**src/rtl/pipe_stage_fifo.sv**
```systemverilog
`default_nettype none
// +----------------------------------------------------------------------------+
// | Module   : pipe_stage_fifo                                                 |
// | Brief    : Elastic valid/ready pipeline stage backed by a DEPTH-entry      |
// |            circular buffer, with synchronous flush and occupancy output.   |
// | Revision : 1.0 - initial release                                           |
// +----------------------------------------------------------------------------+
module pipe_stage_fifo #(
    parameter int                DATA_W          = 64,
    parameter int                DEPTH           = 2,
    parameter bit                BUBBLE_ON_EMPTY = 1'b1,
    parameter logic [DATA_W-1:0] BUBBLE_VALUE    = {32'h8000_0000, 32'h0000_0013}
) (
    input  logic                         clk,
    input  logic                         rst_n,
    input  logic                         flush,
    input  logic                         i_valid,
    output logic                         i_ready,
    input  logic [DATA_W-1:0]            i_data,
    output logic                         o_valid,
    input  logic                         o_ready,
    output logic [DATA_W-1:0]            o_data,
    output logic [$clog2(DEPTH+1)-1:0]   count
);

    localparam int                 c_PTR_W = $clog2(DEPTH);
    localparam int                 c_CNT_W = $clog2(DEPTH + 1);
    localparam logic [c_PTR_W-1:0] c_LAST  = c_PTR_W'(DEPTH - 1);
    localparam logic [c_CNT_W-1:0] c_FULL  = c_CNT_W'(DEPTH);

    logic [DATA_W-1:0]  r_mem [DEPTH];
    logic [c_PTR_W-1:0] r_wr_ptr;
    logic [c_PTR_W-1:0] r_rd_ptr;
    logic [c_CNT_W-1:0] r_count;
    logic               w_push;
    logic               w_pop;

    // Explicit wrap keeps non-power-of-two depths correct.
    function automatic logic [c_PTR_W-1:0] f_next(input logic [c_PTR_W-1:0] p);
        return (p == c_LAST) ? '0 : p + 1'b1;
    endfunction

    assign i_ready = (r_count != c_FULL);
    assign o_valid = (r_count != '0);
    assign count   = r_count;
    assign w_push  = i_valid & i_ready & ~flush;
    assign w_pop   = o_valid & o_ready & ~flush;

    always_ff @(posedge clk or negedge rst_n) begin
        if (!rst_n) begin
            r_wr_ptr <= '0;
            r_rd_ptr <= '0;
            r_count  <= '0;
        end else if (flush) begin
            r_wr_ptr <= '0;
            r_rd_ptr <= '0;
            r_count  <= '0;
        end else begin
            if (w_push) r_wr_ptr <= f_next(r_wr_ptr);
            if (w_pop)  r_rd_ptr <= f_next(r_rd_ptr);
            case ({w_push, w_pop})
                2'b10:   r_count <= r_count + c_CNT_W'(1);
                2'b01:   r_count <= r_count - c_CNT_W'(1);
                default: r_count <= r_count;
            endcase
        end
    end

    // Flush leaves payloads in place; they stay hidden behind o_valid=0.
    always_ff @(posedge clk or negedge rst_n) begin
        if (!rst_n) begin
            for (int i = 0; i < DEPTH; i++) begin
                r_mem[i] <= BUBBLE_VALUE;
            end
        end else if (w_push) begin
            r_mem[r_wr_ptr] <= i_data;
        end
    end

    generate
        if (BUBBLE_ON_EMPTY) begin : g_bubble
            assign o_data = o_valid ? r_mem[r_rd_ptr] : BUBBLE_VALUE;
        end else begin : g_no_bubble
            assign o_data = r_mem[r_rd_ptr];
        end
    endgenerate

endmodule
`default_nettype wire

```
**config.mk**
```make
export PLATFORM = sky130hd
export DESIGN_NAME = pipe_stage_fifo
export DESIGN_NICKNAME = d
export VERILOG_FILES = /design/src/rtl/pipe_stage_fifo.sv
export SDC_FILE = /design/constraint.sdc
export NUM_CORES = 1
export LEC_CHECK = 0
export CELL_PAD_IN_SITES_DETAIL_PLACEMENT = 1
export CELL_PAD_IN_SITES_GLOBAL_PLACEMENT = 1
export CORE_MARGIN = 2
export CORE_UTILIZATION = 42
export CTS_BUF_LIST = sky130_fd_sc_hd__clkbuf_4
export DETAILED_ROUTE_END_ITERATION = 8
export PLACE_DENSITY_LB_ADDON = 0.2
export SLEW_MARGIN = 20
export SYNTH_ARGS = -nofsm -noshare
export SYNTH_HDL_FRONTEND = slang
export SYNTH_SLANG_ARGS = --single-unit
```
**constraint.sdc**
```tcl
create_clock -name clk -period 1.9 [get_ports clk]
set_input_delay 0.19 -clock clk [delete_from_list [all_inputs] [get_ports clk]]
set_output_delay 0.19 -clock clk [all_outputs]
set_load 0.01 [all_outputs]
```
==> impl_metrics.ini <==
[floorplanning]
initial_core_util = 0.428
die_y_microns = 125
dieArea_sq_um = 15700
num_rows = 44
core_sq_um = 14400
ios = 137
die_width_microns = 125

[timing]
report.final.slew_viol_count = 0
fmax_mhz = 479
period_needed_ps = 2090
skew_ps = 14.5
relSlewSlack = 0.621
fin_ws_ps = -189
finalHoldViolations = 0
finalSetupViolCount = 113
worst_slew_pin_slew_ps = 568
rsz0062_at_grt = true
fin_crit_sh = 1.10

[final_layout]
diodes = 0
drive_gt1_frac = 0.483
stdcell_area_sq_um = 8740
nets = 702
layout.cells.non_filler = 830
fin_util = 0.606
syn2layout_area_growth_pct = 41.7

[clocking]
h-tree-depth = 4
cts_tree = built
clockRootBuffer = clkbuf_4
numCtsBuffers = 17
clock-sinks = 132
clkLatencyLatePin_ps = 550
clkSlewWorstSetupHoldPaths_ps = 120
cts_buffer_depth = 2

[drt]
wl_per_cell_microns = 20.6
initialDrtViolationCount = 104
first_pass_iters = 4
vias = 4243
postRouteAntennaNets = 0
drt-vias-per-instance = 5.11
wl_mm = 17.1
drcViolationCount = 0

[setup_path]
start_kind = flip-flop
cp-end-kind = output port
critPathArrivalTime_ps = 1900
critical_path.max_fanout = 8
crit_required_ps = 1710
path_class = reg2out

[power]
finalPower_uw = 8370
clockPowerShare = 0.248
p_int_uw = 6000
switchingPower_uw = 2370
comb_power_share = 0.281
irDropWorstVdd_uv = 416
p_per_area_nw_per_um2 = 958
sequentialPowerShare = 0.471
power.leakage_uw = 0.00399
netSwitchingFraction = 0.283

[grt]
antenna_found_initial = 0
overflow = 0
grt_use_total = 0.218
grt_start_max_net_pins = 41
grt_pass1_vias = 4846
grt_pass1_wl_mm = 26.7

[yosys]
yosysWarnings = 0
synth_edf_count = 0
ys_ff_latch = 132
synth_most_common_cell = dfrtp_1
ys.flop_type = dfrtp_1
yosys.area.top_type_share = 0.503
avgSynthCellArea_sq_um = 14.1
post_synth_num_cell_types = 23
synth_cells = 436
yosys.area.top_type = dfrtp_1
syn_area_sq_um = 6170
synth_commonest_cells = dfrtp_1, mux2_2, mux2i_1
ys_seq_area_frac = 0.537
async_reset_ff_frac = 1.00
synthTopCellsByArea = dfrtp_1, mux2_4, mux2_2
syn_nets = 505

[place]
post-place-ws_ps = -47.2
io_buffers = 136
placed_area_sq_um = 8060
dp_hpwl_mm = 10.6
place_congestion = 0.717
dpl.cell_count = 760

[min_path]
hold_class = in2async

[job]
max-cap-violations = 0

[outcome]
status = finished with violations
violations = negative setup slack
==> per-layer routing <==
metal  vias up  share of wire  global-route usage
li1       1926              -                   -
met1      2191           0.44               0.280
met2       107           0.50               0.363
met3        19          0.044              0.0565
met4         0          0.014              0.0660
met5         -              0                   0
==> path summary, 6_finish.rpt <==
check / from / end / slack (ps) / cells after the start
max: r_rd_ptr$_DFFE_PN0P_ / o_data[9] / -190 / 6
min: rst_n / r_mem[109]$_DFFE_PN0P_ / 160 / 2
max reg2reg: count[1]$_DFFE_PN0P_ / r_mem[120]$_DFFE_PN0P_ / -70 / 8
min reg2reg: r_mem[54]$_DFFE_PN0P_ / r_mem[54]$_DFFE_PN0P_ / 520 / 1
max in group asynchronous: rst_n / r_mem[1]$_DFFE_PN1P_ / 1060 / 3
min in group clk: i_data[20] / r_mem[84]$_DFFE_PN0P_ / 270 / 2
==> cells in the final DEF, fill, tap and decap left out, types with 2 or more instances in the layout <==
master,count
bufinv_16,4
nor2_1,60
mux2_4,64
clkinv_2,4
buf_12,23
mux2_2,64
buf_6,10
buf_16,4
mux2i_2,5
mux2i_1,59
dfrtp_1,122
inv_1,2
clkdlybuf4s50_1,67
o21ai_0,2
buf_2,63
clkbuf_4,18
buf_8,2
clkinv_1,5
dlygate4sd2_1,2
buf_4,20
clkbuf_16,10
nand2_1,4
clkbuf_2,2
a21oi_1,4
dfstp_2,8
==> cells by family (layout without fill, tap and decap cells) <==
kind of cell / after synthesis / after routing / synth area share
AOI/OAI and AO/OA: 8 / 8 / 0.00730
xor gates and xnor gates: 1 / 1 / 0.00142
buffers and inverters: 29 / 239 / 0.0274
DFF: 132 / 132 / 0.537
muxes: 193 / 193 / 0.376
and+or+nand+nor: 73 / 73 / 0.0509
==> registers in the layout, summed over array words and instances (netlist names) <==
name	cells
count	2
r_mem	128
r_rd_ptr	1
r_wr_ptr	1
==> area by class of cell <==
| type | instances | area [sq um] |
|---|---|---|
| flip-flops and latches | 132 | 3320 |
| clock inverters | 14 | 166 |
| fillers | 1433 | 5680 |
| well taps | 184 | 230 |
| repair buffers | 204 | 2140 |
| inverters | 3 | 11.3 |
| multi-input cells | 275 | 2740 |
| clock buffers | 18 | 135 |
==> power groups by stage <==
| stage | clock [uW] | sequential (uW) | combinational (uW) |
|---|---|---|---|
| after detailed placement | 0 | 3960 | 2270 |
| after global placement | 0 | 3910 | 2180 |
| final | 2070 | 3940 | 2350 |
| after CTS | 2120 | 3920 | 2290 |
| after floorplan | 0 | 3820 | 1380 |
| after global routing | 2250 | 4030 | 2540 |
==> per-stage QoR <==
stage	hold WS [ps]	setup TNS, ps
2_1_floorplan	-106	0
3_3_place_gp	218	-1670
3_5_place_dp	221	-1370
4_1_cts	144	-6460
5_1_grt	148	-15940
6_report	156	-5410
==> worst max-delay path, cell delays in order, from the launching register on <==
cell and delay [ps]:
dfrtp_4 530, buf_12 160, buf_16 150, buf_6 110, mux2i_1 120, nor2_1 130
buf_2 160
==> what timing repair did <==
action | 4_1_cts | 5_1_grt
cloned | 3 | 10
endpoints found under the hold margin | 37 | 0
endpoints found under the setup margin | 68 | 174
buffers inserted | 20 | 5
pin swaps | 26 | 25
gates resized for setup | 283 | 19
hold buffers | 1 | 0
No activity file was read; power rests on OpenSTA's default activity.
